--- src/rtl/fifo_pkg.sv ---
// Shared definitions for the synchronous FIFO: state codes, status
// constants and default geometry. The next-state decoder imports this too.
package fifo_pkg;

    localparam int FIFO_DATA_W = 32;
    localparam int FIFO_ADDR_W = 3;

    typedef enum logic [2:0] {
        INIT   = 3'b000,
        WRITE  = 3'b001,
        WR_ERR = 3'b010,
        NO_OP  = 3'b011,
        READ   = 3'b100,
        RD_ERR = 3'b101
    } state_t;

    localparam logic [3:0] FIFO_FULL  = 4'b1000;
    localparam logic [3:0] FIFO_EMPTY = 4'b0000;

endpackage

--- src/rtl/fifo_regfile.sv ---
// FIFO storage: synchronous write port, asynchronous read port, no reset.
// Contents are never read before being written because reads need count > 0.
module fifo_regfile #(
    parameter int DATA_W = 32,
    parameter int ADDR_W = 3
) (
    input  logic              clk,
    input  logic              we,
    input  logic [ADDR_W-1:0] waddr,
    input  logic [DATA_W-1:0] wdata,
    input  logic [ADDR_W-1:0] raddr,
    output logic [DATA_W-1:0] rdata
);

    logic [DATA_W-1:0] mem_q [2**ADDR_W];

    // Write port: store one word per cycle when enabled
    always_ff @(posedge clk) begin
        if (we) begin
            mem_q[waddr] <= wdata;
        end
    end

    assign rdata = mem_q[raddr];

endmodule

--- src/rtl/fifo_ctrl.sv ---
// FIFO state register and datapath. Registers the decoder's next_state
// (after full/empty guarding) and performs the write or read implied by it
// on the same edge, so the decoder always sees the post-operation count.
//
//   state  | meaning
//   -------+------------------------------------------
//   INIT   | after reset, nothing done yet
//   WRITE  | a word was stored on the last edge
//   WR_ERR | write requested while full, dropped
//   NO_OP  | idle (also any unused code 110/111)
//   READ   | a word was popped into dout on the last edge
//   RD_ERR | read requested while empty, dout held
module fifo_ctrl
    import fifo_pkg::*;
#(
    parameter int DATA_W = FIFO_DATA_W,
    parameter int ADDR_W = FIFO_ADDR_W
) (
    input  logic              clk,
    input  logic              reset,
    input  logic [2:0]        next_state,
    input  logic [DATA_W-1:0] din,
    output logic [2:0]        state,
    output logic [ADDR_W:0]   data_count,
    output logic [DATA_W-1:0] dout,
    output logic              full,
    output logic              empty,
    output logic              wr_ack,
    output logic              wr_err,
    output logic              rd_ack,
    output logic              rd_err
);

    localparam logic [ADDR_W:0] DEPTH = {1'b1, {ADDR_W{1'b0}}};

    state_t            state_q, state_d;
    logic [ADDR_W-1:0] head_q, head_d;
    logic [ADDR_W-1:0] tail_q, tail_d;
    logic [ADDR_W:0]   count_q, count_d;
    logic [DATA_W-1:0] dout_q, dout_d;
    logic [DATA_W-1:0] rd_data;
    logic              wr_en;

    assign full  = (count_q == DEPTH);
    assign empty = (count_q == '0);

    // Guard the requested state against full/empty and fold unused codes to NO_OP
    always_comb begin
        state_d = NO_OP;
        case (next_state)
            INIT:    state_d = INIT;
            WRITE:   state_d = full ? WR_ERR : WRITE;
            WR_ERR:  state_d = WR_ERR;
            NO_OP:   state_d = NO_OP;
            READ:    state_d = empty ? RD_ERR : READ;
            RD_ERR:  state_d = RD_ERR;
            default: state_d = NO_OP;
        endcase
    end

    // Pointer, count and read-data updates for the guarded state
    always_comb begin
        head_d  = head_q;
        tail_d  = tail_q;
        count_d = count_q;
        dout_d  = dout_q;
        wr_en   = 1'b0;
        case (state_d)
            WRITE: begin
                wr_en   = 1'b1;
                tail_d  = tail_q + ADDR_W'(1);
                count_d = count_q + (ADDR_W+1)'(1);
            end
            READ: begin
                dout_d  = rd_data;
                head_d  = head_q + ADDR_W'(1);
                count_d = count_q - (ADDR_W+1)'(1);
            end
            default: ;
        endcase
    end

    // State and datapath registers; reset drops any in-flight operation
    always_ff @(posedge clk or posedge reset) begin
        if (reset) begin
            state_q <= INIT;
            head_q  <= '0;
            tail_q  <= '0;
            count_q <= '0;
            dout_q  <= '0;
        end else begin
            state_q <= state_d;
            head_q  <= head_d;
            tail_q  <= tail_d;
            count_q <= count_d;
            dout_q  <= dout_d;
        end
    end

    fifo_regfile #(
        .DATA_W (DATA_W),
        .ADDR_W (ADDR_W)
    ) u_regfile (
        .clk   (clk),
        .we    (wr_en),
        .waddr (tail_q),
        .wdata (din),
        .raddr (head_q),
        .rdata (rd_data)
    );

    assign state      = state_q;
    assign data_count = count_q;
    assign dout       = dout_q;
    assign wr_ack     = (state_q == WRITE);
    assign wr_err     = (state_q == WR_ERR);
    assign rd_ack     = (state_q == READ);
    assign rd_err     = (state_q == RD_ERR);

endmodule

--- config.mk ---
export PLATFORM = sky130hd
export DESIGN_NAME = fifo_ctrl
export DESIGN_NICKNAME = d
export VERILOG_FILES = /design/src/rtl/fifo_pkg.sv /design/src/rtl/fifo_regfile.sv /design/src/rtl/fifo_ctrl.sv
export SDC_FILE = /design/constraint.sdc
export NUM_CORES = 1
export LEC_CHECK = 0
export BUFFER_PORTS_ARGS = -buffer_cell sky130_fd_sc_hd__buf_2
export CAP_MARGIN = 20
export CORE_AREA = 2 2 160 131
export DETAILED_ROUTE_END_ITERATION = 10
export DIE_AREA = 0 0 162 133
export PLACE_DENSITY_LB_ADDON = 0.3
export SLEW_MARGIN = 0
export SYNTH_ARGS = -nofsm -noshare
export SYNTH_HDL_FRONTEND = slang
export SYNTH_HIERARCHICAL = 1
export SYNTH_SLANG_ARGS = --single-unit
export TNS_END_PERCENT = 100
--- constraint.sdc ---
create_clock -name clk -period 10.7 [get_ports clk]
set_clock_uncertainty 0.05 [all_clocks]
set_input_delay 1.07 -clock clk [delete_from_list [all_inputs] [get_ports clk]]
set_output_delay 1.07 -clock clk [all_outputs]
set_load 0.01 [all_outputs]
==> impl_results.md, run 1 <==
- RSZ-0062 raised after global routing: no
- Total wire length: 20.9 mm
- Synth unique cells: 33
- GRT met3 Usage: under 10%
- Worst-Margin Slew: between 1000 and 1500 ps
- CP peak stage delay: ~830 ps
- Static leakage: between 4 and 5 nW
- N_diodes: 0
- Io pins: 82
- Fin crit share: 30.5%
- Busiest grt layer: met2
- Final Hold Viols: 0
- Most area-consuming cells after synthesis: edfxtp_1, dfrtp_1, mux4_1
- Post-synth top cells: edfxtp_1, mux2_2, dfrtp_1
- Synthesized flop and latch total: 301
- Final WS setup: 7440 ps
- PostCTS Resize Cnt: 0
- Pre-CTS WS: ~7000 ps
- CTS Buffer Depth: 3
- Mapped Avg Cell Area: between 20 and 25 sq um
- Arr. time, crit path: 3390 ps
- Slowest CP cell: nor3_2
- Compound-Gate Fraction of Synth Area: 0.286%
- H-tree Lvls: 1
- FP Rows: 47
- Die X: roughly 160 microns
- CORE AREA: 20100 sq um
- Post-DP HPWL: 11.7 mm
- XOR/XNOR Fraction of Synth Area: 0.520%
- Post-synth EDFFs: 256
- FF+latch area: 8820 sq um
- Tot GR Track Use: 19.8%
- Area Growth Syn to Fin: 14.5%
- Layout cells sized above 1: a little under two fifths
- Mapped Cells: approximately 500
- Port Buffers: 81
- Status: completed
- Final Wtd Congestion: 0.727
- Overall power: 0.00329 W
- Max VDD drop: 0.148 mV
- Pin count of the biggest net entering global routing: 49
- Fmax: about 310 MHz
- Vias: 5301
- Top-count cell post-synth: edfxtp_1
- Max_slew headroom: between 20% and 30%
- Min Clock Period, post-route: ~3300 ps
- Nets@finish: 649
- Synth Warn #: 6
- Setup Total Neg Slack: 0 ps
- PwrDens: 243 nW/um^2
- Hold WC Path Type: reg2reg
- Die area: 21500 sq um
- Final ANT Viol Nets: 0
- Async S/R FF share, synth: approximately 15%
- Area leader, netlist: edfxtp_1
- Crit-path cells: buf_2, nand2b_1, nor3_4, nand2_1, nor3_2, buf_4
- Clock sinks: 301
- Simple-Gate Fraction of Synth Area: 1.51%
- Met1 usage: 28.5%
- Setup CP Type: in2reg
- Antenna violations before repair: 1
- Vias in the first global route: 5593
- Post-CTS setup buffers: 0
- Critical Path Fanout Max: 23
- Area taken by multi-input logic gates: 2840 sq um
- Pre-Repair DR Iteration Count: 6
- Worst Path Required: 10830 ps
- Fill cells: 1291
- Met2 Track Usage GR: 32.6%
- Post-synthesis mux area share: 20.7%
- Remaining DRCs: 0
- Largest family of logic cells by synthesized area: multiplexers
- Starting Density: 58.6%
- CTS clk-pin slew, worst paths: 60 ps
- Post-synthesis sequential area ratio: between 70% and 80%
- Syn Nets: 549
- Clock network latency to the later pin of the worst-skew pair: 540 ps
- CTS tree: yes
- Via/cell ratio: slightly below 6
- Num CTS Buffers: 28
- Main synth FF type: edfxtp_1
- Routed wire per std cell: 23.3 microns
- Cts hold-fix bufs: 0
- Endpoint type of the worst setup path: flop
- Die height: 133 microns
- First-pass GRT wire length: 32.1 mm
- Max-Cap Viols: 0
- Slew Viols, Final: 0
- Total gr overflow: 0
- CP Launch Type: input port
- Initial DRC count: approximately 390
- Synth Area in Adders: 0.594%
- Cell Area, Synth: 11800 sq um
- # setup viols final: 0
- Post-synth top area share: 65.2%
- Root buf cell: clkbuf_16
==> path summary, 6_finish.rpt <==
kind                                              end  slack [ps]          start  depth (start not counted)
max in group asynchronous                   head_q[0]        9500          reset                          3
worst min-delay path                         dout[19]         450       dout[19]                          1
min in group asynchronous                    dout[14]         510          reset                          2
worst min register to register               dout[19]         450       dout[19]                          1
worst max register to register  u_regfile/mem_q[4][2]        7480  data_count[0]                          7
worst max-delay path            u_regfile/mem_q[4][2]        7440  next_state[2]                          6
==> layout make-up <==
cell class / count / area share [%]
repair buffers: 92 / 4.28
flip-flops and latches: 301 / 65.3
clock buffers: 45 / 6.03
inverters: 6 / 0.167
well taps: 269 / 2.49
multi-input cells: 178 / 21.0
clock inverters: 7 / 0.676
==> metal layers <==
metal | routed length [microns] | vias to the layer above | part of all wire, %
li1 | - | 2311 | -
met1 | 9140 | 2819 | 44
met2 | 10500 | 131 | 50
met3 | 924 | 38 | 4.4
met4 | 365 | 2 | 1.7
met5 | 11 | - | 0.053
==> stage by stage <==
| stage | hold slack, ps | utilization [%] | instance area, sq um | cells |
|---|---|---|---|---|
| detailed placement | 436 | 62.2 | 12500 | 842 |
| CTS | 457 | 66.7 | 13400 | 894 |
| global placement | 436 | 62.0 | 12500 | 840 |
| global route | 466 | 67.1 | 13500 | 898 |
| floorplan | 393 | - | 11800 | 507 |
| finish | 454 | 67.1 | 13500 | 898 |
==> placed cells by master (no fill, tap or decap), types with 7 or more instances in the layout <==
cell	count
buf_2	81
clkbuf_1	12
clkbuf_16	28
dfrtp_1	42
edfxtp_1	256
mux2_2	47
mux2_4	20
mux4_1	40
mux4_2	24
nor2_4	7
==> where the power goes <==
part	internal, W	switching (W)	leakage, nW
logic	0.000459	0.000337	1.48
registers	0.00140	0.000129	2.84
clock network	0.000567	0.000395	0.437
total	0.00242	0.000861	4.75
==> registers in the layout, indices dropped and copies added (netlist names) <==
name,count
u_regfile/mem_q,256
data_count,4
tail_q,3
dout,32
state,3
head_q,3
==> critical path, delay by kind of cell <==
| family | cells | cell delay (ps) |
|---|---|---|
| buf+inv | 2 | 650 |
| simple gates | 4 | 1650 |
==> cells by family after synthesis <==
family	count (synthesis)
compound gates	5
xor+xnor	7
fa+ha+maj	5
flops	301
buf+inv	28
simple gates	28
mux	133
Power figures use the tool's default switching activity.
==> run 2: changes to the inputs <==
Settings changed: CORE_AREA 2 2 160 131 to 2 2 169 138, DIE_AREA 0 0 162 133 to 0 0 171 140.
Clock period 10.7 ns to 2.95 ns, I/O delays scaled along.
==> run 2 against run 1 <==
First-iteration DRC count is 12% higher; register-to-register slack got worse by 6900 ps; via count is 5.1% higher; combinational power increased to 3.8 times the previous value; sequential share of layout area shrank 2.4 points; total power rose to 3.7 times the previous value; hold slack lost 430 ps; global-route usage decreased by 0.44 points; final area grew 3.8%; critical path depth up 1; setup slack got worse by 6800 ps; largest power group unchanged.
==> impl_results.md, run 2 (synthesis results as in run 1) <==
- CTS clk-pin slew, worst paths: 60 ps (about the same)
- Min Clock Period, post-route: 2360 ps
- Hold path start: din[28]
- Layout cells sized above 1: 38.1% (+0.37 points)
- Worst-Margin Slew: 1030 ps (-49.0 ps)
- Hold WC Path Type: in2reg
- Max-Cap Viols: 0 (unchanged)
- Largest Register: u_regfile/mem_q
- Commonest non-fill, non-tap cells in the layout: edfxtp_1, buf_2, mux2_2
- Fmax: 424 MHz
- Area Growth Syn to Fin: 18.8%
- Cts hold-fix bufs: 34 (+34)
- Max reg flops: 256 (unchanged)
- PwrDens: 878 nW/um^2 (+260%)
- Slew Viols, Final: 0 (unchanged)
- FP Rows: 49 (+4.3%)
- # setup viols final: 0 (unchanged)
- Final Wtd Congestion: 0.725 (-0.28%)
- Post-DP HPWL: 13.1 mm (+12%)
- Port Buffers: 81 (unchanged)
- Core Util, Final: 63.1% (-4.0 points)
- Final ANT Viol Nets: 0 (unchanged)
- Clock network latency to the later pin of the worst-skew pair: 540 ps (about the same)
- Max VDD drop: 0.595 mV (+300%)
- Die X: 171 microns (+5.6%)
- Max_slew headroom: 31.6% (+3.4 points)
- Static leakage: 4.99 nW (+4.9%)
- Remaining DRCs: 0 (unchanged)
- Total wire length: 22.5 mm (+7.8%)
- WP buf/inv: 2 (unchanged)
- Routed wire per std cell: 22.9 microns (-1.6%)
- Pin count of the biggest net entering global routing: 36 (-27%)
- R2r endpoint: u_regfile/mem_q[0][19]
- RSZ-0062 raised after global routing: no
- CTS Buffer Depth: 3 (unchanged)
- Io pins: 82 (unchanged)
- Post-CTS setup buffers: 0 (unchanged)
- Total gr overflow: 0 (unchanged)
- H-tree Lvls: 1 (unchanged)
- Worst path top cell family by delay: simple AND/OR/NAND/NOR gates
- Status: completed
- Setup Total Neg Slack: 0 ps (unchanged)
- Pre-Repair DR Iteration Count: 4 (-2)
- Commonest non-fill, non-tap cell in the layout: edfxtp_1
- Root buf cell: clkbuf_16
- Slowest CP cell: dfrtp_1
- CTS tree: yes
- Crit-path cells: nor3_1, nand2_1, inv_1, nor3_4, nand2b_1, nor3_4, buf_4
- Via/cell ratio: 5.66 (-4.0%)
- Worst Path Required: 3080 ps (-7750 ps)
- CP peak stage delay: 490 ps (-340 ps)
- Endpoint type of the worst setup path: flop
- Initial DRC count: 436 (+12%)
- Final Hold Viols: 0 (unchanged)
- N_diodes: 0 (unchanged)
- Fin crit share: 79.9%
- Register-to-Register Setup Slack: 590 ps (-6890 ps)
- Vias: 5574 (+5.1%)
- Fill cells: 1546 (+20%)
- Starting Density: 53.1% (-5.5 points)
- Tot GR Track Use: 19.4% (-0.44 points)
- Critical Path Fanout Max: 23 (unchanged)
- CORE AREA: 22200 sq um (+10%)
- Non-filler cells, final: 984 (+9.6%)
- Final WS setup: 592 ps (-6850 ps)
- Reg2reg path depth: 7 (unchanged)
- Worst reg2reg startpoint: data_count[0]
- Pre-CTS WS: 601 ps (-6300 ps)
- Clock sinks: 301 (unchanged)
- Most used cell, CP: nor3_4
- CP Launch Type: flop
- First-pass GRT wire length: 34.6 mm (+7.8%)
- Die area: 23900 sq um (+11%)
- Num CTS Buffers: 29 (+3.6%)
- Setup CP Type: reg2reg
- Vias in the first global route: 5801 (+3.7%)
- Arr. time, crit path: 2490 ps (-900 ps)
- Hold Path End: u_regfile/mem_q[7][28]
- Worst hold path cell count: 1 (unchanged)
- Cells after DPL: 897 (+6.5%)
- Die height: 140 microns (+5.3%)
- Antenna violations before repair: 0 (-1)
- Nets@finish: 698 (+7.6%)
- PostCTS Resize Cnt: 0 (unchanged)
run 2: cell count changes in the layout (fill, tap and decap cells not counted), sizes merged, moves of 2 or more:
cell and change:
clkbuf -7, bufinv +2, buf +14, clkinv +2, clkinvlp +3, dlygate4sd3 +34
run 2: worst max path at each step:
stage,startpoint,end,slack [ps],cells past startpoint
2_1_floorplan,data_count[0],u_regfile/mem_q[1][0],-180,6
3_3_place_gp,data_count[0],data_count[3],700,9
3_5_place_dp,data_count[0],u_regfile/mem_q[0][17],600,7
4_1_cts,data_count[0],u_regfile/mem_q[0][19],590,7
5_1_grt,data_count[0],u_regfile/mem_q[0][6],430,7
6_report,data_count[0],u_regfile/mem_q[0][19],590,7
run 2: power breakdown:
| part | switching, W | total (W) | leakage, nW | internal (W) |
|---|---|---|---|---|
| Sequential | 0.000496 | 0.00557 | 2.84 | 0.00507 |
| Combinational | 0.00127 | 0.00303 | 1.69 | 0.00176 |
| Clock | 0.00150 | 0.00371 | 0.462 | 0.00221 |
run 2: metrics by stage:
stage          total power [W]  hold slack [ps]  instance area (sq um)
3_5_place_dp           0.00869              438                  12700
3_3_place_gp           0.00859              424                  12700
4_1_cts                 0.0125             9.77                  14000
5_1_grt                 0.0128             20.2                  14000
2_1_floorplan          0.00771              332                  11800
6_report                0.0123             25.9                  14000
run 2: per-layer routing:
layer,GRT usage [%],routed length [microns],vias up
li1,-,-,2418
met1,27.4,9780,2955
met2,32.1,11100,170
met3,3.42,1230,31
met4,4.28,419,0
met5,0,0,-
run 2: layout make-up:
| class | count | area [sq um] | share of cell area, % |
|---|---|---|---|
| clock buffer | 38 | 779 | 5.56 |
| clock inverter | 15 | 186 | 1.33 |
| inverter | 6 | 22.5 | 0.161 |
| multi-input combinational | 178 | 2850 | 20.3 |
| sequential | 301 | 8820 | 62.9 |
| tap | 306 | 383 | 2.73 |
| timing repair buffer | 140 | 971 | 6.93 |
